==> src/rtl/uart_rx_fifo.sv <==
// Receive-side FWFT byte FIFO behind the UART receiver core, with sticky overrun/frame-error
// status, a level-threshold interrupt and a character-timeout interrupt.
module uart_rx_fifo #(
  parameter int unsigned DATA_WIDTH    = 8,
  parameter int unsigned DEPTH         = 16,
  parameter int unsigned TIMEOUT_TICKS = 640
) (
  input  logic                       uart_clk,
  input  logic                       rst,
  input  logic                       sample_tick,
  input  logic [DATA_WIDTH-1:0]      in_data,
  input  logic                       in_valid,
  output logic                       in_ready,
  input  logic                       in_frame_error,
  input  logic                       rx_active,
  output logic [DATA_WIDTH-1:0]      out_data,
  output logic                       out_valid,
  input  logic                       out_ready,
  output logic [$clog2(DEPTH):0]     level,
  input  logic [$clog2(DEPTH):0]     threshold,
  output logic                       threshold_irq,
  output logic                       timeout_irq,
  output logic                       overrun,
  output logic                       frame_err,
  input  logic                       status_clr,
  input  logic                       flush
);

  localparam int unsigned AW = $clog2(DEPTH);
  localparam int unsigned LW = AW + 1;
  localparam int unsigned TW = $clog2(TIMEOUT_TICKS + 1);
  localparam logic [LW-1:0] LvlFull = LW'(DEPTH);
  localparam logic [TW-1:0] ToMax   = TW'(TIMEOUT_TICKS);

  logic [DATA_WIDTH-1:0] mem_q [DEPTH];
  logic [AW-1:0]         wr_ptr_q, wr_ptr_d, rd_ptr_q, rd_ptr_d;
  logic [LW-1:0]         level_q, level_d;
  logic [TW-1:0]         to_cnt_q, to_cnt_d;
  logic                  ready_q, fe_prev_q, fe_prev_d;
  logic                  overrun_q, overrun_d, frame_err_q, frame_err_d, thr_irq_q, thr_irq_d;
  logic                  full, empty, push_req, pop_req, do_push, do_pop, ovr_set, fe_set;

  assign full      = (level_q == LvlFull);
  assign empty     = (level_q == '0);
  assign push_req  = sample_tick && in_valid;
  assign pop_req   = !empty && out_ready;
  // Flush overrides both sides; a dropped byte during flush is not an overrun.
  assign do_push   = push_req && (!full || pop_req) && !flush;
  assign do_pop    = pop_req && !flush;
  assign ovr_set   = push_req && full && !pop_req && !flush;
  assign fe_set    = sample_tick && in_frame_error && !fe_prev_q;

  always_comb begin
    wr_ptr_d    = wr_ptr_q;
    rd_ptr_d    = rd_ptr_q;
    level_d     = level_q;
    to_cnt_d    = to_cnt_q;
    fe_prev_d   = sample_tick ? in_frame_error : fe_prev_q;
    overrun_d   = ovr_set | (overrun_q & ~status_clr);
    frame_err_d = fe_set | (frame_err_q & ~status_clr);
    thr_irq_d   = (threshold != '0) && (level_q >= threshold);
    if (flush) begin
      wr_ptr_d = '0;
      rd_ptr_d = '0;
      level_d  = '0;
    end else begin
      if (do_push) wr_ptr_d = wr_ptr_q + AW'(1);
      if (do_pop)  rd_ptr_d = rd_ptr_q + AW'(1);
      if (do_push && !do_pop)      level_d = level_q + LW'(1);
      else if (do_pop && !do_push) level_d = level_q - LW'(1);
    end
    if (do_push || do_pop || flush || empty || rx_active) begin
      to_cnt_d = '0;
    end else if (sample_tick && (to_cnt_q != ToMax)) begin
      to_cnt_d = to_cnt_q + TW'(1);
    end
  end

  always_ff @(posedge uart_clk or posedge rst) begin
    if (rst) begin
      wr_ptr_q    <= '0;
      rd_ptr_q    <= '0;
      level_q     <= '0;
      to_cnt_q    <= '0;
      ready_q     <= 1'b0;
      fe_prev_q   <= 1'b0;
      overrun_q   <= 1'b0;
      frame_err_q <= 1'b0;
      thr_irq_q   <= 1'b0;
    end else begin
      wr_ptr_q    <= wr_ptr_d;
      rd_ptr_q    <= rd_ptr_d;
      level_q     <= level_d;
      to_cnt_q    <= to_cnt_d;
      ready_q     <= 1'b1;
      fe_prev_q   <= fe_prev_d;
      overrun_q   <= overrun_d;
      frame_err_q <= frame_err_d;
      thr_irq_q   <= thr_irq_d;
    end
  end

  // Storage is deliberately left unreset.
  always_ff @(posedge uart_clk) begin
    if (do_push) mem_q[wr_ptr_q] <= in_data;
  end

  assign in_ready      = ready_q;
  assign out_valid     = !empty;
  assign out_data      = empty ? '0 : mem_q[rd_ptr_q];
  assign level         = level_q;
  assign threshold_irq = thr_irq_q;
  assign timeout_irq   = (to_cnt_q == ToMax);
  assign overrun       = overrun_q;
  assign frame_err     = frame_err_q;

endmodule
==> config.mk <==
export PLATFORM = sky130hd
export DESIGN_NAME = uart_rx_fifo
export DESIGN_NICKNAME = d
export VERILOG_FILES = /design/src/rtl/uart_rx_fifo.sv
export SDC_FILE = /design/constraint.sdc
export NUM_CORES = 1
export LEC_CHECK = 0
export ABC_AREA = 1
export CAP_MARGIN = 40
export CORE_UTILIZATION = 54
export CTS_BUF_LIST = sky130_fd_sc_hd__clkbuf_2
export DETAILED_ROUTE_END_ITERATION = 16
export MAX_ROUTING_LAYER = met4
export PLACE_DENSITY = 0.8
export SETUP_SLACK_MARGIN = 0.1
export SYNTH_ARGS = -nofsm -noshare
export SYNTH_HDL_FRONTEND = slang
export SYNTH_SLANG_ARGS = --single-unit
export TNS_END_PERCENT = 5
==> constraint.sdc <==
create_clock -name uart_clk -period 3.3 [get_ports uart_clk]
set_input_delay 0.495 -clock uart_clk [delete_from_list [all_inputs] [get_ports uart_clk]]
set_output_delay 0.495 -clock uart_clk [all_outputs]
set_load 0.02 [all_outputs]
==> metrics.md, run 1 <==
| Metric | Value |
|---|---|
| Clock Pin Slew Worst Setup and Hold Paths | `approximately 200 ps` |
| ANT cells | `0` |
| Fin. Hold Viols | `0` |
| Die H | `approximately 120 microns` |
| Tmin final | `between 3000 and 4000 ps` |
| Rows | `41` |
| Post-Syn Area | `between 7000 and 8000 sq um` |
| Adder-Cell Fraction of Synth Area | `0.03141` |
| Clk root buf | `clkbuf_2` |
| Share of cells above drive strength 1 | `0.08654` |
| Synth Area in Compound Gates | `0.04997` |
| Vias | `slightly above 5k` |
| Multi-input gate area | `about 2200 sq um` |
| Crit Path Category | `reg -> out` |
| Xor/xnor share of the synthesized area | `0.008745` |
| Setup crit end | `out_data[0]` |
| Status | `completed` |
| Main combinational cell family by area after synthesis | `simple AND/OR/NAND/NOR gates` |
| Register-to-Register Path Depth | `11` |
| Worst R2R Start | `level[2]` |
| Synthesized area per cell | `about 11 sq um` |
| Reg area | `around 4500 sq um` |
| Syn Inst Count | `approximately 670` |
| CTS max path bufs | `2` |
| Initial antenna violation count | `0` |
| VDD IR max | `roughly 550 uV` |
| FILL cells | `1052` |
| Reg2Reg Capture Point | `level[4]` |
| Static leakage | `~3.1 nW` |
| Global-route wire length before repair | `between 20000 and 25000 microns` |
| Max-cap violations | `0` |
| Starting density of the core | `0.5555` |
| P&R area growth vs syn | `12.71%` |
| DRC Markers | `0` |
| Drt first pass iters | `5` |
| Peak Freq | `approximately 0.33 GHz` |
| Mux share of post-synthesis cell area | `0` |
| Num ports | `around 40` |
| Setup crit end kind | `output pin` |
| Num CTS Buffers | `17` |
| Post-Route WL | `between 15000 and 20000 microns` |
| Worst-margin pin slew | `about 760 ps` |
| Post-synthesis simple-gate area fraction | `0.2224` |
| GP Congestion | `0.8597` |
| Width of the die | `115.9 microns` |
| Ranking of synthesized cells by area | `edfxtp_1 55%, nand2_1 11%, dfrtp_1 10%, nand3_1 6.2%, ha_1 2.9%` |
| Max-slew violation count | `0` |
| Unique masters post-synth | `37` |
| Yosys warns | `0` |
| Share of the synthesized area in the top cell type | `0.5483` |
| Slew Limit Headroom | `0.4912` |
| CTS Hold Bufs | `0` |
| Final worst slack | `273.4 ps` |
| Vias in the first global route | `between 4k and 5k` |
| Critical Path Source | `rd_ptr_q[1]` |
| Top FF cell, synth | `edfxtp_1` |
| Final critical-path share of the clock period | `0.9172` |
| Data arrival time of the critical path | `between 2000 and 3000 ps` |
| Die ar. | `approximately 13000 sq um` |
| # clock sinks | `156` |
| RSZ-0062 raised after global routing | `yes` |
| Vias per std cell | `between 5 and 6` |
| Skew-Pair Late Insertion Delay | `700 ps` |
| Pre-CTS WS | `a little over 500 ps` |
| Final #Nets | `between 700 and 800` |
| Largest net degree at the start of global routing | `43` |
| Synthesized Nets | `just over 700` |
| Hpwl dp | `~10000 microns` |
| Pwr Density | `slightly above 600 nW/um^2` |
| Post-synth EDFFs | `128` |
| CTS tree | `yes` |
| Post-route ant nets | `0` |
| Setup Buffers After CTS | `0` |
| Total GRT Usage | `0.2573` |
| HP Class | `in -> async` |
| Final Skew | `21.42 ps` |
| Required time worst endpoint | `around 2800 ps` |
| Sequential fraction of the synthesis area | `0.6482` |
| Synthesis-stage register bit count | `approximately 160` |
| Count of input and output buffers | `40` |
| Global route overflow | `0` |
| Synth area leader | `edfxtp_1` |
| Asr flop ratio synth | `0.1795` |
| Setup TNS | `0 ps` |
| Htree depth | `4` |
| R2r setup slk | `roughly 1000 ps` |
| WL/cell | `16.94 microns` |
| Worst Path Max Fanout | `18` |
| CP Launch Type | `flop` |
| Final setup violation count | `0` |
| 1st-iter DRT viols | `about 420` |
| Placeable Area | `between 10000 and 15000 sq um` |
==> per-layer routing <==
| metal | wire (microns) | track usage |
|---|---|---|
| met5 | 0 | - |
| met4 | 465 | 0.1111 |
| met3 | 894 | 0.05230 |
| met2 | 7656 | 0.4278 |
| met1 | 6234 | 0.3047 |
==> what timing repair did <==
| action | in CTS | in global routing |
|---|---|---|
| pin swaps | 0 | 0 |
| resized for setup | 12 | 2 |
| setup endpoints to repair | 8 | 6 |
==> flip-flops by register name, summed over array words and instances, names as in the netlist <==
| name | cells |
|---|---|
| overrun | 1 |
| rd_ptr_q | 4 |
| fe_prev_q | 1 |
| wr_ptr_q | 4 |
| level | 5 |
| in_ready | 1 |
| to_cnt_q | 10 |
| mem_q | 128 |
| threshold_irq | 1 |
| frame_err | 1 |
==> synth_stat cells, drive strengths merged, types with 2 or more instances <==
cell	number
nand2	200
edfxtp	128
nand3	89
nor2	51
inv	35
a21oi	30
dfrtp	28
o21ai	19
buf	17
ha	16
clkbuf	10
nand4	8
o31ai	8
xor2	5
nand3b	4
clkinv	3
nor3	3
xnor2	2
==> power by group <==
part	internal, W	switching (W)	total, W
clock	0.000488	0.000640	0.00113
sequential	0.00218	0.0000792	0.00226
combinational	0.000508	0.000967	0.00147
==> how the worst min path moves through the flow <==
| stage | from | to | slack [ps] | cells past startpoint |
|---|---|---|---|---|
| final | rst | in_ready | 140 | 3 |
| after global routing | rst | to_cnt_q[2] | 80 | 3 |
| after CTS | rst | in_ready | 90 | 3 |
| after detailed placement | fe_prev_q | frame_err | 450 | 1 |
| after global placement | fe_prev_q | frame_err | 460 | 1 |
| after floorplan | fe_prev_q | frame_err | 430 | 1 |
==> cell type report <==
type / instances / area share
sequential: 156 / 0.5753
tap: 172 / 0.02724
clock inverter: 14 / 0.02233
timing repair buffer: 58 / 0.06793
inverter: 38 / 0.01805
clock buffer: 18 / 0.01140
multi-input combinational: 444 / 0.2778
==> worst max-delay path: stages, from the launching register on <==
cell	delay [ps]
dfrtp_1	390
clkinv_1	190
buf_4	280
nand3_1	110
nand2_1	50
a21oi_1	190
o31ai_1	110
a21oi_1	180
dlygate4sd2_1	350
==> kinds of logic after synthesis <==
logic type,count (synthesis)
simple gates,356
fa+ha+maj,17
compound gates,63
other cells,1
flops,156
xor+xnor,7
buf+inv,65
==> cell usage in the layout, fill, tap and decap left out, types with 2 or more instances in the layout <==
cell | synthesis | final
a21oi_1 | 30 | 30
clkinvlp_4 | 0 | 3
inv_1 | 32 | 31
o21ai_0 | 16 | 16
nand3b_1 | 4 | 4
dlygate4sd2_1 | 0 | 7
inv_2 | 3 | 3
xor2_1 | 5 | 5
edfxtp_1 | 128 | 128
nor2_1 | 46 | 46
clkbuf_2 | 0 | 19
clkinv_2 | 0 | 2
o21ai_1 | 3 | 3
ha_1 | 16 | 16
o31ai_1 | 8 | 8
clkinv_1 | 3 | 8
bufinv_16 | 0 | 4
buf_6 | 1 | 2
nand4_1 | 6 | 6
nand4_2 | 2 | 2
nor2_4 | 3 | 3
clkdlybuf4s50_1 | 0 | 32
nand2_2 | 2 | 2
buf_4 | 0 | 15
nand3_1 | 87 | 87
dfrtp_1 | 28 | 27
xnor2_1 | 2 | 2
nand2_1 | 197 | 197
nor3_1 | 3 | 3
nor2_2 | 2 | 2
==> per-stage QoR <==
stage,power [W],hold WS [ps],cell area [sq um],util,cells
after floorplan,0.003257,434.0,7010,-,665
after global placement,0.003751,457.6,7634,0.6049,868
after detailed placement,0.003813,452.8,7634,0.6049,868
after CTS,0.004894,85.13,7905,0.6264,900
after global routing,0.005123,83.94,7901,0.6261,900
final,0.004867,139.1,7901,0.6261,900
Note: power is estimated with default switching activity, not from simulation.
==> run 2, diff against run 1 <==
--- a/config.mk
+++ b/config.mk
@@ -7,11 +7,11 @@
 export LEC_CHECK = 0
 export ABC_AREA = 1
 export CAP_MARGIN = 40
-export CORE_UTILIZATION = 54
+export CORE_UTILIZATION = 53
 export CTS_BUF_LIST = sky130_fd_sc_hd__clkbuf_2
 export DETAILED_ROUTE_END_ITERATION = 16
 export MAX_ROUTING_LAYER = met4
-export PLACE_DENSITY = 0.8
+export PLACE_DENSITY = 0.79
 export SETUP_SLACK_MARGIN = 0.1
 export SYNTH_ARGS = -nofsm -noshare
 export SYNTH_HDL_FRONTEND = slang
==> run 2 against run 1 <==
Critical path type unchanged. Die area increased by 1.9%. Total power increased by 1.6%. Largest cell class unchanged. Final area increased by 1.4%. Count of clock-buffer cells in the layout increased by 4. Via count increased by 0.99%. Global-route usage increased by 0.86 points. Wire length increased by 4.6%.
==> metrics.md, run 2 (synthesized netlist as in run 1, its figures left out) <==
| Metric | Value |
|---|---|
| Post-route ant nets | `0 (unchanged)` |
| Num ports | `41 (unchanged)` |
| DRC Markers | `0 (unchanged)` |
| Placeable Area | `12770 sq um (+1.2%)` |
| Worst Path Max Fanout | `43 (+25)` |
| Final Skew | `33.66 ps (+12.24 ps)` |
| Vias | `5076 (+0.99%)` |
| Met2 wire length | `8148 microns (+6.4%)` |
| Static leakage | `3.153 nW (+2.4%)` |
| WL/cell | `17.55 microns (+3.6%)` |
| Vias per std cell | `5.584 (about the same)` |
| VDD IR max | `561.8 uV (+2.3%)` |
| Count of input and output buffers | `40 (unchanged)` |
| Met3 routed WL | `1041 microns (+16%)` |
| Fin. Hold Viols | `0 (unchanged)` |
| Global-route wire length before repair | `25400 microns (+3.4%)` |
| Max-cap violations | `0 (unchanged)` |
| Total GRT Usage | `0.2658 (+0.008581)` |
| GP Congestion | `0.8670 (+0.85%)` |
| Most frequent cells in the layout | `197 x nand2_1, 128 x edfxtp_1, 87 x nand3_1, 46 x nor2_1, 32 x clkdlybuf4s50_1` |
| Crit Path Category | `reg -> out` |
| Vias in the first global route | `5038 (+3.0%)` |
| Status | `completed` |
| Initial antenna violation count | `0 (unchanged)` |
| ANT cells | `0 (unchanged)` |
| Required time worst endpoint | `2800 ps (about the same)` |
| Clock Pin Slew Worst Setup and Hold Paths | `180 ps (-20 ps)` |
| Data arrival time of the critical path | `2530 ps (about the same)` |
| Die ar. | `13690 sq um (+1.9%)` |
| Rows | `41 (unchanged)` |
| Max-slew violation count | `0 (unchanged)` |
| Tmin final | `3025 ps (-1.613 ps)` |
| Htree depth | `4 (unchanged)` |
| CTS tree | `yes` |
| Starting density of the core | `0.5488 (-0.006693)` |
| CP Launch Type | `flop` |
| Commonest non-fill, non-tap cell in the layout | `nand2_1` |
| Final #Nets | `764 (+1.3%)` |
| Post-Route WL | `15950 microns (+4.6%)` |
| Pwr Density | `617.3 nW/um^2 (+0.21%)` |
| Fin util | `0.6270 (+0.0008810)` |
| Die H | `117.0 microns (+0.92%)` |
| 1st-iter DRT viols | `569 (+35%)` |
| Slew Limit Headroom | `0.4877 (-0.003472)` |
| HP Class | `in -> reg` |
| Final critical-path share of the clock period | `0.9167 (about the same)` |
| FILL cells | `1024 (-2.7%)` |
| Hpwl dp | `10490 microns (+3.7%)` |
| R2r setup slk | `1010 ps (-20 ps)` |
| Global route overflow | `0 (unchanged)` |
| Num CTS Buffers | `17 (unchanged)` |
| Peak Freq | `0.3306 GHz (about the same)` |
| # clock sinks | `156 (unchanged)` |
| Met1 wire length | `6307 microns (+1.2%)` |
| Setup crit end kind | `output pin` |
| P&R area growth vs syn | `14.24%` |
| CTS max path bufs | `2 (unchanged)` |
| Top reg by flops | `mem_q` |
| Setup TNS | `0 ps (unchanged)` |
| Hold depth | `3` |
| Largest net degree at the start of global routing | `67 (+56%)` |
| Final setup violation count | `0 (unchanged)` |
| Clk root buf | `clkbuf_2` |
| Width of the die | `117.0 microns (+0.92%)` |
| Skew-Pair Late Insertion Delay | `720 ps (+20 ps)` |
| Register-to-Register Path Depth | `11 (unchanged)` |
| Top Layer Used | `met4` |
| Drt first pass iters | `5 (unchanged)` |
| Max reg flops | `128 (unchanged)` |
| Setup Buffers After CTS | `0 (unchanged)` |
| RSZ-0062 raised after global routing | `yes` |
| Share of cells above drive strength 1 | `0.1072 (+0.02065)` |
| Worst-margin pin slew | `766.0 ps (+5.192 ps)` |
==> run 2: cell types whose count changed in the layout (fill, tap and decap cells not counted), sizes merged, moves of 2 or more <==
cell	change
clkdlybuf4s15	+2
dlygate4sd2	-7
clkinvlp	-3
buf	+9
clkinv	-3
clkbuf	+9
==> run 2: worst max-delay path: stages (launching register included) <==
cell,delay (ps)
dfrtp_2,480
clkinv_2,170
buf_12,230
nand2_1,90
nand3_1,80
nand2_1,60
a21oi_1,130
o31ai_1,90
a21oi_1,150
clkdlybuf4s15_1,320
==> run 2: per-layer routing <==
layer | track usage | vias to the layer above
met3 | 0.04737 | 32
met4 | 0.1080 | 0
li1 | - | 2406
met5 | - | -
met2 | 0.4481 | 218
met1 | 0.3182 | 2420
==> run 2: layout make-up <==
class | instances | area, sq um | share of cell area
clock buffer | 22 | 110.1 | 0.01375
clock inverter | 9 | 170.2 | 0.02125
inverter | 38 | 145.1 | 0.01812
multi-input combinational | 444 | 2195 | 0.2740
sequential | 156 | 4546 | 0.5676
tap | 172 | 215.2 | 0.02687
timing repair buffer | 68 | 628.1 | 0.07843
==> run 2: worst paths after layout <==
| path | startpoint | to |
|---|---|---|
| max | rd_ptr_q[0] | out_data[6] |
| min | in_frame_error | frame_err |
| max reg2reg | level[1] | level[4] |
| min reg2reg | fe_prev_q | frame_err |
| max in group asynchronous | rst | rd_ptr_q[0] |
| min in group asynchronous | rst | rd_ptr_q[3] |
==> run 2: metrics by stage <==
stage	hold WS [ps]	std cells	worst slack [ps]	instance area, sq um	total power [W]
floorplan	434.0	665	1147	7010	0.003257
global placement	450.2	876	554.2	7706	0.003758
detailed placement	472.1	877	510.2	7734	0.003813
CTS	303.1	909	164.9	8029	0.004967
global route	314.1	909	13.04	8009	0.005221
finish	359.9	909	275.0	8009	0.004944
==> run 2: what timing repair did <==
| item | in CTS | in global routing |
|---|---|---|
| resized for setup | 13 | 14 |
| setup endpoints to repair | 8 | 8 |
| hold buffers | 1 | 0 |
| endpoints found under the hold margin | 2 | 0 |
==> run 2: report_power, final <==
group          internal (W)  leakage, nW  switching, W
logic              0.000512         1.46      0.000962
clock network      0.000580        0.171      0.000621
registers           0.00218         1.53     0.0000839
==> patch 1 (flow settings as in run 2) <==
The parameter `DEPTH` goes from 16 to 32.
--- a/src/rtl/uart_rx_fifo.sv
+++ b/src/rtl/uart_rx_fifo.sv
@@ -4,3 +4,3 @@
   parameter int unsigned DATA_WIDTH    = 8,
-  parameter int unsigned DEPTH         = 16,
+  parameter int unsigned DEPTH         = 32,
   parameter int unsigned TIMEOUT_TICKS = 640
Interface: changed (resized level and threshold); port bits go from 41 to 43. No check against the original RTL was run, so the function may have changed too.
==> patch 1 against run 2 <==
The run now ends with negative setup slack left; sequential cell count up 131; combinational power rose to 2.8 times the old value; routed wire length increased by 110%; power increased by 120%; core utilization is 0.92 points higher; register-to-register slack got worse by 0.47 ns; cell area up 93%; via count grew 98%; setup slack worse by 0.31 ns; synthesized area increased by 87%; final cell count grew 96%; largest power group is now combinational cells.
==> patch 1: results (changes against run 2) <==
Timing
  • Post-route setup slack: -0.0318 ns (-0.307 ns)
  • Final Setup Violations: 3 (+3)
  • Least-Margin Pin Slew: 0.687 ns (-0.0785 ns)
  • Clock skew: 0.0987 ns (+0.0651 ns)

Synthesis
  • Post-synth top flop: edfxtp_1
  • Post-synth EDFFs: 256 (+100%)
  • Dominant cells by area after synthesis: edfxtp_1, nand2_1, nand3_1, dfrtp_1, inv_1
  • Syn Nets: 1323 (+88%)
  • Async SR Flop Fraction: 10.8% (-7.1 points)
  • Commonest cells in the netlist: nand2_1, edfxtp_1, nand3_1
  • Register area share after synthesis: 64.7% (-0.12 points)
  • Post-synth cell types: 36 (-2.7%)
  • Synth warn: 0 (unchanged)

Clocking
  • Num CTS Buffers: 73 (+56)
  • CTS max path bufs: 3 (+1)
  • Root buf cell: clkbuf_2
  • H-tree Lvls: 3 (-1)
  • Clock transition at path regs: 0.11 ns (-0.07 ns)
  • Latest clock arrival within the worst-skew pair: 0.89 ns (+0.17 ns)

Hold path
  • Hold crit path type: input port to flip-flop

Cells and area
  • Number of flip-flops in the largest register: 256 (+100%)
  • Top reg by flops: mem_q
  • Share of layout cells above drive strength 1: 18.5% (+7.8 points)
  • Nets: 1451 (+90%)

Routing
  • Via-to-Cell Ratio: 5.62 (+0.58%)
  • Drt initial violations: 1163 (+100%)
  • Drt first pass iters: 9 (+4)
  • Total routed wirelength: 34000 um (+110%)

Critical path
  • Worst Path Max Fanout: 10 (-77%)
  • WP data arrival: 2.84 ns (+0.31 ns)

GRT
  • Largest net degree at the start of global routing: 59 (-12%)
  • First-pass GRT wire length: 52300 um (+110%)
  • GRT Util Overall: 27.8% (+1.2 points)
  • Vias in the first global route: 9957 (+98%)
  • Initial antenna violation count: 1 (+1)

Power
  • Leak Pwr: 6.45 nW (+100%)
  • VDD IR-drop max: 0.626 mV (+11%)

Outcome
  • Outcome: complete, but fails checks
  • Failing checks: negative setup slack

Placement
  • Post-DP HPWL: 18000 um (+72%)
  • IO Port Bufs: 42 (+5.0%)
  • Final GP Congestion: 0.853 (-1.6%)
  • Post-DP Area: 14000 um2 (+81%)
[patch 1: cell count changes after synthesis, sizes merged, moves of 7 or more]
cell	before	now
inv	35	184
edfxtp	128	256
o31ai	8	1
nand2	200	311
nor2	51	92
o21ai	19	38
a21oi	30	8
buf	17	44
o211ai	0	25
or2	0	24
nand3	89	206
[patch 1: kinds of logic (layout without fill, tap and decap cells)]
family	count (synthesis)	after routing	share of synthesized area (%)
xor gates and xnor gates	7	7	0.469
other	1	2	0.0287
AOI/OAI and AO/OA	76	76	3.49
buffers and inverters	243	422	7.88
DFF	287	287	64.7
and+or+nand+nor	650	650	21.6
adders and majority gates	18	18	1.78
[patch 1: what timing repair did]
item	in CTS	in global routing
hold endpoints to repair	7	0
hold buffers	1	0
endpoints found under the setup margin	8	9
cloned	11	1
pin swaps	12	22
gates resized for setup	73	69
buffers inserted	4	1
[patch 1: path summary, 6_finish.rpt]
check / start / to / slack (ns) / cells past startpoint
min reg2reg: fe_prev_q / frame_err / 0.50 / 1
max in group asynchronous: rst / level[1] / 2.10 / 5
max reg2reg: level[1] / level[3] / 0.54 / 9
min: in_frame_error / frame_err / 0.26 / 3
max: rd_ptr_q[0] / out_data[0] / -0.03 / 11
min in group asynchronous: rst / rd_ptr_q[1] / 0.50 / 3
[patch 1: cell type report]
| class | instances | area, um2 |
|---|---|---|
| clock buffers | 104 | 520 |
| multi-input cells | 752 | 3830 |
| clock inverters | 22 | 179 |
| flip-flops and latches | 287 | 8470 |
| inverters | 185 | 712 |
| diodes | 1 | 2.50 |
| repair buffers | 111 | 1310 |
| well taps | 324 | 405 |
| fillers | 1816 | 8820 |
[patch 1: worst max-delay path: stages, from the launching register on]
cell and delay (ns):
dfrtp_4 0.60, buf_6 0.18, buf_16 0.14, nor2_1 0.06, nor2_1 0.09, o21ai_0 0.14
nand3_1 0.15, nand3_2 0.11, nand2_1 0.11, nor2_1 0.05, nor2_2 0.19, buf_6 0.14
[patch 1: power breakdown]
group          leakage, nW  switching (mW)  internal [mW]
clock                0.516            1.44           1.08
sequential            2.72           0.117           4.01
combinational         3.22            2.54           1.60
[patch 1: routing by layer]
layer | vias up | track usage (%) | wire length (um)
li1 | 4563 | - | -
met1 | 4688 | 33.2 | 12400
met2 | 634 | 44.8 | 16400
met3 | 146 | 6.72 | 3700
met4 | 0 | 12.4 | 1480
met5 | - | - | 0
[patch 1: through the flow]
stage	instances	TNS (ns)	power [mW]	worst slack [ns]
after detailed placement	1642	0	7.24	0.403
after CTS	1784	0	10.5	0.0370
after global placement	1641	0	7.15	0.463
after global routing	1786	-0.432	11.3	-0.192
final	1786	-0.0545	10.8	-0.0318
after floorplan	1282	0	6.32	1.15
==> patch 2 (flow settings as in run 2) <==
Without the edit above. Put one more register stage on the output `frame_err`, cleared by the reset. The value now appears one clock later. The other outputs are not delayed to match.
--- a/src/rtl/uart_rx_fifo.sv
+++ b/src/rtl/uart_rx_fifo.sv
@@ -114,3 +114,9 @@
   assign overrun       = overrun_q;
-  assign frame_err     = frame_err_q;
+  always_ff @(posedge uart_clk or posedge rst) begin
+    if (rst) begin
+      frame_err <= '0;
+    end else begin
+      frame_err <= frame_err_q;
+    end
+  end
 
Formal check against the unedited RTL: not equivalent (Yosys sat finds a counterexample within 4 cycles, from zero or initial values and one cycle with rst high).
==> patch 2 against run 2 <==
Cell area about the same; synthesized area up 0.46%; sequential cell count up 1; highest routed layer unchanged; critical path type unchanged; power fell by 1.4%; non-clock buffer count down 3; via count fell by 0.57%; die area rose by 0.45%; largest cell class unchanged; setup slack worse by 0.0067 ns; routed wire length shrank 6.2%.
==> patch 2: results (changes against run 2) <==
Timing
  • Least-Margin Pin Slew: 0.791 ns (+0.0252 ns)
  • Fin crit share: 91.9% (+0.20 points)
  • Hold Worst Slack: 0.198 ns (-0.162 ns)
  • Clock skew: 0.0334 ns (-0.000240 ns)

Cells and area
  • Fillers: 976 (-4.7%)
  • Share of layout cells above drive strength 1: 9.23% (-1.5 points)

Synthesis
  • Register area share after synthesis: 64.9% (about the same)
  • Dominant cells by area after synthesis: edfxtp_1, nand2_1, dfrtp_1, nand3_1, ha_1
  • Syn Nets: 707 (+0.43%)
  • Commonest cells in the netlist: nand2_1, edfxtp_1, nand3_1
  • Async SR Flop Fraction: 18.5% (+0.52 points)

GRT
  • GRT Util Overall: 23.9% (-2.6 points)
  • Met3 Use GR: 5.25% (+0.51 points)
  • First-pass GRT wire length: 23400 um (-7.8%)
  • Grt met2 use: 39.5% (-5.3 points)
  • Global Route met1 Usage: 28.8% (-3.0 points)

Placement
  • Placed cell count: 878 (+0.11%)
  • Post-DP HPWL: 9830 um (-6.3%)
  • Post-DP Area: 7740 um2 (+0.11%)
  • DP Worst Slack: 0.464 ns (-0.0460 ns)

Routing
  • Total routed wirelength: 15000 um (-6.2%)
  • Drt initial violations: 432 (-24%)
  • Total number of vias: 5047 (-0.57%)
  • Via-to-Cell Ratio: 5.55 (-0.57%)

Outcome
  • Outcome: complete, no violations

Critical path
  • Setup slack, reg-to-reg: 0.92 ns (-0.09 ns)
  • Worst R2R Path Depth: 9 (-2)
  • WP data arrival: 2.54 ns (about the same)
  • Worst Path Max Fanout: 28 (-35%)

Power
  • VDD IR-drop max: 0.570 mV (+1.5%)
  • Leak Pwr: 3.17 nW (+0.39%)
  • Switching share of power: 34.1% (+0.35 points)

Clocking
  • Latest clock arrival within the worst-skew pair: 0.70 ns (-0.02 ns)
[patch 2: power by group through the flow]
stage	combinational, mW	sequential [mW]	clock (mW)
after floorplan	0.923	2.34	0
after global placement	1.43	2.31	0
after detailed placement	1.48	2.32	0
after CTS	1.44	2.28	1.16
after global routing	1.59	2.29	1.24
final	1.45	2.28	1.15
[patch 2: kinds of logic after synthesis]
kind of cell | after synthesis | synth area share [%]
xor+xnor | 7 | 0.871
flops | 157 | 64.9
fa+ha+maj | 17 | 3.13
compound gates | 63 | 4.97
simple gates | 356 | 22.1
other cells | 1 | 0.0532
buf+inv | 67 | 3.98
[patch 2: repair_timing]
item                       in CTS  in global routing
gates resized for setup        11                  4
pin swaps                       0                  0
setup endpoints to repair       8                  6
[patch 2: per-layer routing]
metal	vias up	routed length (um)	part of all wire [%]
met5	-	0	0
met4	0	303	2.0
met3	29	641	4.3
met2	151	7570	51
met1	2465	6450	43
li1	2402	-	-
[patch 2: how the worst max path moves through the flow]
stage,from,to
floorplan,level[1],level[4]
finish,rd_ptr_q[0],out_data[6]
detailed placement,sample_tick,mem_q[0][4]
CTS,rd_ptr_q[0],out_data[6]
global route,rd_ptr_q[0],out_data[7]
global placement,sample_tick,mem_q[0][4]
[patch 2: cell type report]
type | instances | area [um2] | area share (%)
multi-input cells | 444 | 2190 | 27.4
repair buffers | 65 | 612 | 7.64
clock inverters | 12 | 169 | 2.11
clock buffers | 19 | 95.1 | 1.19
flip-flops and latches | 157 | 4570 | 57.1
well taps | 172 | 215 | 2.69
inverters | 40 | 153 | 1.91
[patch 2: worst register-to-register path, delay by kind of cell, from the launching register on]
kind	cells	cell delay (ns)
flops	1	0.54
fa+ha+maj	1	0.51
compound gates	1	0.26
simple gates	7	1.00
